File: config.mk
export PLATFORM = sky130hd
export DESIGN_NAME = clk_step_ctrl
export DESIGN_NICKNAME = d
export VERILOG_FILES = /design/src/rtl/clk_step_ctrl.sv
export SDC_FILE = /design/constraint.sdc
export NUM_CORES = 1
export LEC_CHECK = 0
export ABC_AREA = 1
export CAP_MARGIN = 10
export CORE_ASPECT_RATIO = 2
export CORE_MARGIN = 2
export CORE_UTILIZATION = 53
export CTS_CLUSTER_DIAMETER = 120
export DETAILED_ROUTE_END_ITERATION = 10
export MAX_ROUTING_LAYER = met4
export PLACE_DENSITY = 0.76
export SYNTH_ARGS = -nofsm -noshare
export SYNTH_HDL_FRONTEND = slang
export SYNTH_SLANG_ARGS = --single-unit
File: constraint.sdc
create_clock -name sysclk -period 1.68 [get_ports sysclk]
set_clock_uncertainty 0.2 [all_clocks]
set_input_delay 0.504 -clock sysclk [delete_from_list [all_inputs] [get_ports sysclk]]
set_output_delay 0.504 -clock sysclk [all_outputs]
set_load 0.05 [all_outputs]
File: src/rtl/clk_step_ctrl.sv
// CPU clock-enable generator: halt, divided free-run, debounced single-step and N-step burst.
// Latency: 2-flop sync + DEB_CYCLES debounce; cpu_ce issues the cycle after a press or divider terminal count.
// No backpressure: cpu_ce is a one-cycle enable that the CPU must accept whenever it is high.
module clk_step_ctrl #(
  parameter int DIV        = 25_000_000,
  parameter int DEB_CYCLES = 1_000_000,
  parameter int BURST_W    = 8,
  parameter int CNT_W      = 16
) (
  input  logic               sysclk,
  input  logic               rst,
  input  logic [1:0]         mode,
  input  logic               button,
  input  logic [BURST_W-1:0] burst_len,
  input  logic               step_clr,
  output logic               cpu_ce,
  output logic               busy,
  output logic               btn_db,
  output logic [CNT_W-1:0]   step_cnt
);

  localparam int DIV_W = (DIV > 2) ? $clog2(DIV) : 1;
  localparam int DEB_W = (DEB_CYCLES > 2) ? $clog2(DEB_CYCLES) : 1;

  localparam logic [1:0] MODE_HALT  = 2'b00;
  localparam logic [1:0] MODE_RUN   = 2'b01;
  localparam logic [1:0] MODE_STEP  = 2'b10;
  localparam logic [1:0] MODE_BURST = 2'b11;

  typedef enum logic {S_IDLE, S_BURST} state_t;

  logic [1:0]         mode_s1;
  logic [1:0]         m_s;
  logic [1:0]         m_prev;
  logic               b_s1;
  logic               b_s;
  logic [DEB_W-1:0]   deb_cnt;
  logic               btn_db_q;
  logic               press;
  logic               mode_chg;
  logic [DIV_W-1:0]   div_cnt;
  logic [BURST_W-1:0] remaining;
  state_t             state;

  // Two-flop synchronisers for the switch and button inputs, plus the previous mode for edge detection
  always_ff @(posedge sysclk or negedge rst) begin
    if (!rst) begin
      mode_s1 <= '0;
      m_s     <= '0;
      m_prev  <= '0;
      b_s1    <= 1'b0;
      b_s     <= 1'b0;
    end else begin
      mode_s1 <= mode;
      m_s     <= mode_s1;
      m_prev  <= m_s;
      b_s1    <= button;
      b_s     <= b_s1;
    end
  end

  // Debounce: the level only changes after DEB_CYCLES consecutive cycles of disagreement
  always_ff @(posedge sysclk or negedge rst) begin
    if (!rst) begin
      deb_cnt  <= '0;
      btn_db   <= 1'b0;
      btn_db_q <= 1'b0;
    end else begin
      btn_db_q <= btn_db;
      if (b_s == btn_db) begin
        deb_cnt <= '0;
      end else if (deb_cnt == DEB_W'(DEB_CYCLES - 1)) begin
        btn_db  <= b_s;
        deb_cnt <= '0;
      end else begin
        deb_cnt <= deb_cnt + DEB_W'(1);
      end
    end
  end

  assign press    = btn_db & ~btn_db_q;
  assign mode_chg = (m_s != m_prev);

  // Mode FSM, divider and burst counter; cpu_ce and busy are registered here
  always_ff @(posedge sysclk or negedge rst) begin
    if (!rst) begin
      state     <= S_IDLE;
      remaining <= '0;
      div_cnt   <= '0;
      cpu_ce    <= 1'b0;
      busy      <= 1'b0;
    end else if (mode_chg) begin
      // The change cycle itself counts as divider count 0, so RUN's first pulse lands DIV cycles later
      state     <= S_IDLE;
      remaining <= '0;
      div_cnt   <= (m_s == MODE_RUN) ? DIV_W'(1) : '0;
      cpu_ce    <= 1'b0;
      busy      <= 1'b0;
    end else begin
      case (m_s)
        MODE_HALT: begin
          div_cnt <= '0;
          cpu_ce  <= 1'b0;
        end
        MODE_RUN: begin
          if (div_cnt == DIV_W'(DIV - 1)) begin
            div_cnt <= '0;
            cpu_ce  <= 1'b1;
          end else begin
            div_cnt <= div_cnt + DIV_W'(1);
            cpu_ce  <= 1'b0;
          end
        end
        MODE_STEP: begin
          div_cnt <= '0;
          cpu_ce  <= press;
        end
        MODE_BURST: begin
          div_cnt <= '0;
          case (state)
            S_IDLE: begin
              if (press && (burst_len != '0)) begin
                state     <= S_BURST;
                remaining <= burst_len;
                busy      <= 1'b1;
                cpu_ce    <= 1'b1;
              end else begin
                cpu_ce <= 1'b0;
              end
            end
            S_BURST: begin
              // remaining counts the pulse currently on cpu_ce; presses here are ignored
              if (remaining == BURST_W'(1)) begin
                state     <= S_IDLE;
                remaining <= '0;
                busy      <= 1'b0;
                cpu_ce    <= 1'b0;
              end else begin
                remaining <= remaining - BURST_W'(1);
                cpu_ce    <= 1'b1;
              end
            end
            default: begin
              state  <= S_IDLE;
              busy   <= 1'b0;
              cpu_ce <= 1'b0;
            end
          endcase
        end
        default: begin
          cpu_ce <= 1'b0;
        end
      endcase
    end
  end

  // Step counter: clear wins over the increment from a concurrent pulse
  always_ff @(posedge sysclk or negedge rst) begin
    if (!rst) begin
      step_cnt <= '0;
    end else if (step_clr) begin
      step_cnt <= '0;
    end else if (cpu_ce) begin
      step_cnt <= step_cnt + CNT_W'(1);
    end
  end

endmodule
# Word-level counts from Yosys, hierarchy flattened
# Cells that the tools add are included.
[totals]
ff_bits = 82
input_bits = 14
out_inout_bits = 19
wordCells = 67
[classes]
add_sub_neg = 4
n_eq_ne = 10
mux = 26
bitwise = 4
reduce_logical = 9
[ops]
columns = ["operator", "count"]
rows = [
  ["25-bit 2-to-1 mux", 2],
  ["25-bit one-hot mux with 2 select lines", 1],
  ["20-bit 2-to-1 mux", 2],
  ["16-bit 2-to-1 mux", 2],
  ["8-bit 2-to-1 mux", 4],
  ["25-bit by 1-bit adder with 25-bit output (second input constant)", 1],
  ["25-bit == test (second input constant)", 1],
  ["20-bit by 1-bit adder with 20-bit output (second input constant)", 1],
  ["20-bit == test (second input constant)", 1],
  ["16-bit by 1-bit adder with 16-bit output (second input constant)", 1],
  ["8-bit one-hot mux with 2 select lines", 1],
  ["1-bit 2-to-1 mux", 11],
  ["8-bit by 1-bit == test with 1-bit output (second input constant)", 1],
  ["8-bit nonzero test", 1],
  ["8-bit by 1-bit subtractor with 8-bit output (second input constant)", 1],
  ["2-bit == test (second input constant)", 2],
  ["1-bit one-hot mux with 2 select lines", 2],
  ["1-bit one-hot mux with 4 select lines", 1],
  ["2-bit AND reduction", 2],
  ["2-bit nonzero test", 2],
  ["3-bit by 2-bit inequality test with 1-bit output (second input constant)", 1],
  ["3-bit inequality test (second input constant)", 1],
  ["1-bit inverter", 3],
  ["3-bit AND reduction", 1],
  ["other kinds (7)", 7],
]

# Longest topological paths before layout
# Gate-level depths: netlist (run 1).
[logic_depth]
depth_word = 7
depth_mapped = 10

# Least setup slack after synthesis (run 1)
# OpenSTA, ideal clock, no wires.
[synth_timing]
path_type = "register -> register"
start = "reg step_cnt[0]"
end = "reg step_cnt[10]"
setup_time_ps = 121
t_arrival_ps = 1651
t_required_ps = 1359
path_slack_ps = -292
path_stages_with_launch = 9
path_cell_list = "dfrtp_1 -> ha_1 -> nand2_1 -> nor2_1 -> nand2_1 -> nor2_1 -> nand3_1 -> nor2_1 -> nor2_1"
[synth_via]
elab_chain_cells = 3
[synth_rtl]
columns = ["item", "line", "source"]
rows = [
  ["from (decl)", "19", "output logic [CNT_W-1:0] step_cnt"],
  ["from (signal assigned)", "164", "step_cnt <= step_cnt + CNT_W'(1);"],
  ["16-bit by 1-bit adder with 16-bit output", "164", ""],
  ["16-bit 2-to-1 mux", "163", "end else if (cpu_ce) begin"],
  ["16-bit 2-to-1 mux", "161", "end else if (step_clr) begin"],
]
# No other way between the ends. The select of a mux whose other input is x is not followed.
# A chain may end at the register's enable or synchronous reset.

# Final worst setup path (run 1)
[layout_timing]
start = "reg div_cnt[1]"
end = "reg div_cnt[14]"
[layout_via]
elab_chain_cells = 4
word_cells_on_any_way = 5
classes_between = "add/sub (1); eq/ne (1); mux (3)"
[layout_rtl]
columns = ["item", "line", "source"]
rows = [
  ["from (decl)", "41", "logic [DIV_W-1:0] div_cnt;"],
  ["from (signal assigned)", "96", "div_cnt <= (m_s == MODE_RUN) ? DIV_W'(1) : '0;"],
  ["from (signal assigned)", "110", "div_cnt <= div_cnt + DIV_W'(1);"],
  ["25-bit by 1-bit adder with 25-bit output or 25-bit == test (tied branches)", "110, 106", ""],
  ["25-bit 2-to-1 mux *", "106", "if (div_cnt == DIV_W'(DIV - 1)) begin"],
  ["25-bit one-hot mux with 2 select lines *", "100", "case (m_s)"],
  ["25-bit 2-to-1 mux *", "92", "end else if (mode_chg) begin"],
]
# Every way passes the cells marked *; elsewhere a longest branch is shown, timed or not.

==> run metrics, run 1 <==
maxcap violations 0; number of global-route vias before repair 4448; unrepaired setup endpoints after global routing true; final-stage net count 749; post-DR wirelength/cell 14.89 um; Port-buffer cells 32; Async SR Flop Fraction 100.0%; non-filler cells, final 835; hpwl dp 8.046 mm; Slew @ Worst Pin 0.3715 ns; count leader, synth nand2_1; Netlist cell types 36; Worst setup EP type flip-flop; cell-internal power 3.559 mW; GR Util All Layers 26.16%; setup_tns -0.6111 ns; Max-slew headroom 75.15%; first-pass GRT wire length 19.33 mm; Flop pwr share 43.5%; Max Clock Freq 0.5717 GHz; Synth Area per Inst 7.463 sq um; cell area power density 722.5 nW/um^2; largest net degree at the start of global routing 46; static leakage 2.986 nW; placed insts 793; drt total wl 12.43 mm; CTS tree yes; outcome complete, but fails checks; clk buf depth 2; Syn Inst Count 620; number of enable flip-flop cells after synthesis 0; DRC 0; share of cells above drive strength 1 34.42%; combinational share of power 12.1%; final setup vio count 25; top post-synthesis cells by area dfrtp_1 44%, nand2_1 13%, nor2_1 8.8%; Syn Nets 639; Hold Crit Class flip-flop to flip-flop; crit-path max FO 3; ANT nets after route 0; total CTS buffers 9; ys flop type dfrtp_1; initial core utilization 54.25%; kind of critical path flip-flop to flip-flop; P&R area growth vs syn 42.05%; Via Count 4519; register-to-register setup slack -0.07 ns; Die X 70.07 um; clk sinks 82; Sw Pwr 1.190 mW; synth cell count leaders 166 x nand2_1, 109 x nor2_1, 82 x dfrtp_1, 74 x inv_1, 31 x nand3_1; global route overflow 0; Mapped Area 4627 sq um; violations in the final reports negative setup slack; sequential element share of the synthesized area 44.35%; vias per std cell 5.412; Root Buffer clkbuf_16; drt initial violations 342; Die ar. 9539 sq um; first-pass iteration count of the detailed router 4; sw frac 25.05%; top cell type's share of synthesized area 44.35%; Core ar. 8528 sq um; worst skew pair latency 0.34 ns; clock share of power 44.3%; Die Y-Extent 136.1 um; # rows 48; CTS clk-pin slew, worst paths 0.06 ns; post-synth top area cell dfrtp_1; Syn. warnings 0; max-slew violation count 0; Worst EP required 1.71 ns; Antenna Cells 0; Synth Register Bits 82; Worst IR Drop VDD 0.0006102 V; Worst Setup Start Kind flip-flop; Placer Congestion 0.9444; worst path arrival time 1.77 ns; period utilization 104.1%; crit path time final 1.749 ns; H-tree depth 3; I/O pins 33; Setup WS post-layout -0.06928 ns; final hold violation count 0; initial antenna violation count 0
## state kept, by name, indices dropped and copies added (netlist names), 2 cells and up
name / flops
m_s: 2
step_cnt: 16
mode_s1: 2
div_cnt: 25
remaining: 8
deb_cnt: 20
m_prev: 2
## cell families (layout without fill, tap and decap cells)
| logic type | after synthesis | count (layout) | share of synthesized area (%) |
|---|---|---|---|
| AOI/OAI and AO/OA | 40 | 40 | 4.841 |
| and+or+nand+nor | 390 | 392 | 38.72 |
| xor gates and xnor gates | 18 | 18 | 3.407 |
| buffers and inverters | 85 | 198 | 7.328 |
| adders and majority gates | 5 | 5 | 1.352 |
| DFF | 82 | 82 | 44.35 |
## final cells by class
| class | count | area (sq um) |
|---|---|---|
| timing repair buffer | 99 | 1104 |
| fill | 552 | 1956 |
| inverter | 83 | 329.1 |
| tap | 100 | 125.1 |
| sequential | 82 | 2077 |
| multi-input combinational | 455 | 2625 |
| clock inverter | 5 | 80.08 |
| clock buffer | 11 | 232.7 |
## routing by layer
metal / wire [um] / GRT usage [%]
met5: 0 / -
met4: 463 / 15.06
met3: 418 / 4.225
met2: 7117 / 47.51
met1: 4431 / 25.97
## layout by cell type, fill, tap and decap left out, types with 9 or more instances in the layout
cell / n
buf_12: 25
clkbuf_16: 9
nor2_4: 15
inv_2: 10
xor2_1: 9
nor2_2: 33
nand3_1: 26
nor2_1: 80
nand2_2: 26
o21ai_0: 10
nand2_4: 10
inv_1: 69
a21oi_1: 17
nor3_1: 18
dfrtp_2: 20
dfrtp_1: 62
nand2_1: 144
buf_4: 55
nand4_1: 12
## metrics by stage
step,setup WS [ns],hold WS (ns),power [mW],cell area [sq um],utilization (%)
final,-0.06928,0.1481,4.749,6573,77.07
after global routing,-0.1333,0.1590,4.908,6573,77.07
after CTS,-0.01864,0.1501,4.711,6222,72.96
after detailed placement,-0.4731,0.1371,2.591,5655,66.31
after global placement,-0.4294,0.1336,2.577,5655,66.31
after floorplan,-0.01552,0.008409,2.368,4656,-
## worst max-delay path, cell delays in order (launching register included)
cell and delay [ns]:
dfrtp_1 0.36, ha_2 0.19, nand2_2 0.07, inv_2 0.10
buf_6 0.11, nand4_1 0.22, nor3_2 0.20, buf_4 0.15
nor3_4 0.04
## repair_timing
item | CTS | global route
pin swaps | 24 | 29
endpoints found under the hold margin | 82 | 0
resized for setup | 53 | 77
hold buffers | 1 | 0
endpoints found under the setup margin | 59 | 63
gates cloned | 1 | 1
buffers inserted | 11 | 13
## power by group through the flow
stage / logic, mW / clock network [mW] / registers (mW)
4_1_cts: 0.527 / 2.12 / 2.06
3_3_place_gp: 0.484 / 0 / 2.09
6_report: 0.577 / 2.11 / 2.07
3_5_place_dp: 0.496 / 0 / 2.09
2_1_floorplan: 0.269 / 0 / 2.10
5_1_grt: 0.634 / 2.21 / 2.07
## final timing paths
check | start | endpoint | depth (start not counted)
worst max register to register | div_cnt[1] | div_cnt[14] | 8
min in group asynchronous | rst | remaining[6] | 3
worst max-delay path | div_cnt[1] | div_cnt[14] | 8
worst min-delay path | mode_s1[0] | m_s[0] | 0
worst min register to register | mode_s1[0] | m_s[0] | 0
max in group asynchronous | rst | m_s[0] | 3
No activity file was read; power rests on OpenSTA's default activity.
==> run 2, diff against run 1 <==
CAP_MARGIN = 20   (was 10)
CORE_MARGIN = 1   (was 2)
==> run metrics, run 2 (synthesis gave the netlist of run 1 again) <==
maxcap violations 0 (unchanged); outcome complete, but fails checks; initial core utilization 55.41% (+1.2 points); max-slew violation count 0 (unchanged); DRC 0 (unchanged); H-tree depth 3 (unchanged); crit-path max FO 3 (unchanged); global route overflow 0 (unchanged); GR Util All Layers 28.24% (+2.1 points); clk buf depth 2 (unchanged); most common cell after layout, fill and taps aside nand2_1; max reg flops 25 (unchanged); Die Y-Extent 134.1 um (-1.5%); Port-buffer cells 32 (unchanged); Worst path slowest cell dfrtp_1; vias per std cell 5.411 (about the same); Regs by FF count div_cnt (25), deb_cnt (20), step_cnt (16); static leakage 2.868 nW (-4.0%); CTS tree yes; first-pass GRT wire length 18.80 mm (-2.7%); Max Clock Freq 0.5692 GHz (-0.44%); critical path cell sequence ha_2, nand2_2, inv_2, buf_6, nand4_1, nor2_2, nand3_1, nand2_1, nor2_1; first-pass iteration count of the detailed router 5 (+1); Core ar. 8351 sq um (-2.1%); worst slack at placement -0.4562 ns (+0.01684 ns); Placer Congestion 0.9182 (-2.8%); Worst Setup Start Kind flip-flop; CTS clk-pin slew, worst paths 0.06 ns (about the same); CP max stage delay 0.35 ns (about the same); ANT nets after route 0 (unchanged); Worst setup EP type flip-flop; share of cells above drive strength 1 28.43% (-6.0 points); final hold violation count 14 (+14); largest net degree at the start of global routing 83 (+80%); Root Buffer clkbuf_16; Die X 68.07 um (-2.9%); kind of critical path flip-flop to flip-flop; Worst EP required 1.70 ns (about the same); final setup vio count 16 (-36%); violations in the final reports negative hold slack, negative setup slack; I/O pins 33 (unchanged); CTS Hold Bufs 0 (-1); post-DR wirelength/cell 14.77 um (-0.81%); period utilization 104.6% (+0.46 points); drt initial violations 301 (-12%); worst path arrival time 1.78 ns (about the same); final core utilization 75.22% (-1.9 points); clk sinks 82 (unchanged); Worst IR Drop VDD 0.0008508 V (+39%); placed insts 785 (-1.0%); Hold Crit Class primary input to async pin; initial antenna violation count 0 (unchanged); drt total wl 12.09 mm (-2.7%); number of global-route vias before repair 4344 (-2.3%); cell area power density 732.9 nW/um^2 (+1.4%); Via Count 4432 (-1.9%); crit path time final 1.757 ns (+0.007726 ns); Die ar. 9131 sq um (-4.3%); total power draw 4.603 mW (-3.1%); P&R area growth vs syn 35.75%; # rows 47 (-2.1%); final-stage net count 735 (-1.9%); Setup WS post-layout -0.07700 ns (-0.007726 ns); non-filler cells, final 819 (-1.9%); Slew @ Worst Pin 0.4674 ns (+0.09589 ns); worst hold margin -0.03626 ns (-0.1843 ns); setup_tns -0.4874 ns (+0.1237 ns); unrepaired setup endpoints after global routing true; Max-slew headroom 68.84% (-6.3 points); Antenna Cells 0 (unchanged); Most flops, register div_cnt; total CTS buffers 9 (unchanged); hpwl dp 7.962 mm (-1.0%); worst skew pair latency 0.34 ns (about the same); most frequent cells in the layout 154 x nand2_1, 92 x nor2_1, 72 x inv_1
## run 2: changes by cell type in the layout (fill, tap and decap cells not counted), sizes merged
cell and delta:
clkbuf +1, buf -14, bufinv -1, dlymetal6s2s +3, dlygate4sd3 -1, nand2 +1
dlygate4sd2 -3
## run 2: layout make-up
class | count | area [sq um]
multi-input combinational | 456 | 2495
sequential | 82 | 2073
fill | 593 | 2069
timing repair buffer | 84 | 954.7
inverter | 83 | 329.1
clock buffer | 12 | 256.5
tap | 98 | 122.6
clock inverter | 4 | 50.05
## run 2: path summary, 6_finish.rpt
check	startpoint	end	slack, ns	depth (start not counted)
max	div_cnt[1]	div_cnt[24]	-0.08	9
min	rst	remaining[2]	-0.04	2
max reg2reg	div_cnt[1]	div_cnt[24]	-0.08	9
min reg2reg	b_s1	b_s	0.15	0
max in group asynchronous	rst	m_s[0]	0.90	2
min in group sysclk	b_s1	b_s	0.15	0
## run 2: repair_timing
item | CTS | global route
resized for setup | 35 | 48
cloned | 3 | 0
buffers inserted | 6 | 9
endpoints found under the setup margin | 58 | 65
pin swaps | 24 | 28
## run 2: layer usage
| metal | global-route usage, % | up-vias | part of all wire (%) |
|---|---|---|---|
| met1 | 29.33 | 2122 | 37 |
| met2 | 48.37 | 129 | 57 |
| li1 | - | 2144 | - |
| met3 | 5.017 | 37 | 3.5 |
| met5 | - | - | 0 |
| met4 | 14.81 | 0 | 3.2 |
## run 2: through the flow
step / instance area, sq um / hold slack, ns
finish: 6281 / -0.03626
global route: 6281 / 0.01961
CTS: 6053 / 0.005055
detailed placement: 5583 / 0.1371
global placement: 5583 / 0.1384
floorplan: 4656 / 0.008409
## run 2: power breakdown
part	switching [mW]	internal [mW]	leakage (nW)
Clock	0.778	1.23	0.145
Sequential	0.0449	2.02	1.09
Combinational	0.321	0.210	1.63
## run 2: worst max-delay path, delay by kind of cell (launching register included)
kind / cells / cell delay, ns
buf+inv: 2 / 0.20
fa+ha+maj: 1 / 0.20
simple gates: 6 / 0.70
flops: 1 / 0.35
==> run 3, diff against run 2 <==
SLEW_MARGIN = 10   (was default)
TNS_END_PERCENT = 50   (was default)
==> run metrics, run 3 (synthesis gave the netlist of run 1 again) <==
unrepaired setup endpoints after global routing true; most frequent cells in the layout 153 x nand2_1, 89 x nor2_1, 70 x inv_1; register-to-register setup slack -0.12 ns (-0.04 ns); period utilization 107.2% (+2.6 points); Die Y-Extent 134.1 um (unchanged); max reg flops 25 (unchanged); cell area power density 733.4 nW/um^2 (about the same); Worst IR Drop VDD 0.0008368 V (-1.6%); max-slew violation count 0 (unchanged); kind of critical path flip-flop to flip-flop; Die X 68.07 um (unchanged); worst hold margin -0.03417 ns (+0.002093 ns); first-pass iteration count of the detailed router 5 (unchanged); worst path arrival time 1.82 ns (+0.04 ns); Root Buffer clkbuf_16; clk sinks 82 (unchanged); crit-path max FO 3 (unchanged); Hold Crit Class primary input to async pin; drt initial violations 294 (-2.3%); # rows 47 (unchanged); Worst EP required 1.70 ns (about the same); Max-slew headroom 68.57% (-0.27 points); largest net degree at the start of global routing 83 (unchanged); Slew @ Worst Pin 0.4714 ns (+0.003977 ns); Port-buffer cells 32 (unchanged); Core ar. 8351 sq um (unchanged); share of cells above drive strength 1 29.39% (+0.95 points); CTS tree yes; number of global-route vias before repair 4307 (-0.85%); total CTS buffers 9 (unchanged); final-stage net count 732 (-0.41%); violations in the final reports negative hold slack, negative setup slack; H-tree depth 3 (unchanged); P&R area growth vs syn 35.94%; Worst setup EP type flip-flop; DRC 0 (unchanged); clk buf depth 2 (unchanged); placed cell areas 5583 sq um (unchanged); worst skew pair latency 0.34 ns (about the same); critical path cell sequence ha_2, nand2_2, inv_2, buf_6, nand4_1, nor2_2, nand3_1, nand2_1, nor2_1; global route overflow 0 (unchanged); first-pass GRT wire length 18.66 mm (-0.73%); I/O pins 33 (unchanged); Via Count 4426 (-0.14%); placed insts 785 (unchanged); Regs by FF count div_cnt (25), deb_cnt (20), step_cnt (16); most common cell after layout, fill and taps aside nand2_1; worst slack at placement -0.4562 ns (unchanged); final hold violation count 15 (+1); non-filler cells, final 816 (-0.37%); Most flops, register div_cnt; path depth of the worst reg2reg path 9 (unchanged); Worst Setup Start Kind flip-flop; final setup vio count 16 (unchanged); reg2reg end div_cnt[24]; initial antenna violation count 0 (unchanged); Setup WS post-layout -0.1206 ns (-0.04357 ns); ANT nets after route 0 (unchanged); outcome complete, but fails checks; FF-to-FF Start div_cnt[1]; Die ar. 9131 sq um (unchanged); GR Util All Layers 28.04% (-0.19 points); Antenna Cells 0 (unchanged); CP max stage delay 0.35 ns (about the same); hpwl dp 7.962 mm (unchanged); Final Cell Area 6290 sq um (+0.14%); final core utilization 75.32% (+0.10 points); crit path time final 1.801 ns (+0.04357 ns); Worst path slowest cell dfrtp_1; CTS clk-pin slew, worst paths 0.06 ns (about the same); post-DR wirelength/cell 14.85 um (+0.57%); initial core utilization 55.41% (unchanged); maxcap violations 0 (unchanged); drt total wl 12.12 mm (+0.20%); Placer Congestion 0.9182 (unchanged); static leakage 2.863 nW (-0.19%); Max Clock Freq 0.5554 GHz (-2.4%); vias per std cell 5.424 (+0.23%)
run 3: through the flow:
stage               hold slack (ns)  power [mW]  setup TNS [ns]
floorplan                  0.008409       2.368        -0.01552
global placement             0.1384       2.552          -9.242
detailed placement           0.1371       2.575          -10.75
CTS                        0.005055       4.607         -0.5226
global route                0.02253       4.772          -2.875
finish                     -0.03417       4.613         -0.4376
run 3: worst max path at each step:
stage / depth (start not counted) / end / slack (ns) / from
detailed placement: 9 / remaining[4] / -0.46 / burst_len[6]
CTS: 10 / deb_cnt[16] / -0.09 / deb_cnt[1]
floorplan: 8 / step_cnt[10] / -0.02 / step_cnt[0]
global route: 9 / div_cnt[24] / -0.19 / div_cnt[1]
finish: 9 / div_cnt[24] / -0.12 / div_cnt[1]
global placement: 9 / busy / -0.41 / burst_len[1]
run 3: cell type report:
| cell class | instances | area [sq um] |
|---|---|---|
| sequential | 82 | 2073 |
| multi-input combinational | 456 | 2534 |
| clock inverter | 4 | 50.05 |
| fill | 603 | 2061 |
| timing repair buffer | 81 | 924.6 |
| clock buffer | 12 | 256.5 |
| tap | 98 | 122.6 |
| inverter | 83 | 329.1 |
run 3: critical path: cells and delay by family (launching register included):
family / cells / cell delay (ns)
DFF: 1 / 0.35
adders and majority gates: 1 / 0.20
buffers and inverters: 2 / 0.20
and+or+nand+nor: 6 / 0.74
run 3: what timing repair did:
action                     4_1_cts  5_1_grt
gates cloned                     3        0
setup buffers                    4        8
setup endpoints to repair       58       65
resized for setup               30       64
hold buffers                     0        0
pin swaps                       19       23
run 3: per-layer routing:
layer,global-route usage [%],vias up,wire length (um)
met3,4.932,39,415
met5,-,-,0
li1,-,2135,-
met1,29.39,2121,4383
met4,14.58,0,431
met2,47.88,131,6888
run 3: where the power goes:
part | switching [mW] | internal (mW) | total, mW | leakage [nW]
Sequential | 0.0445 | 2.02 | 2.06 | 1.09
Clock | 0.781 | 1.23 | 2.01 | 0.145
Combinational | 0.325 | 0.213 | 0.538 | 1.63
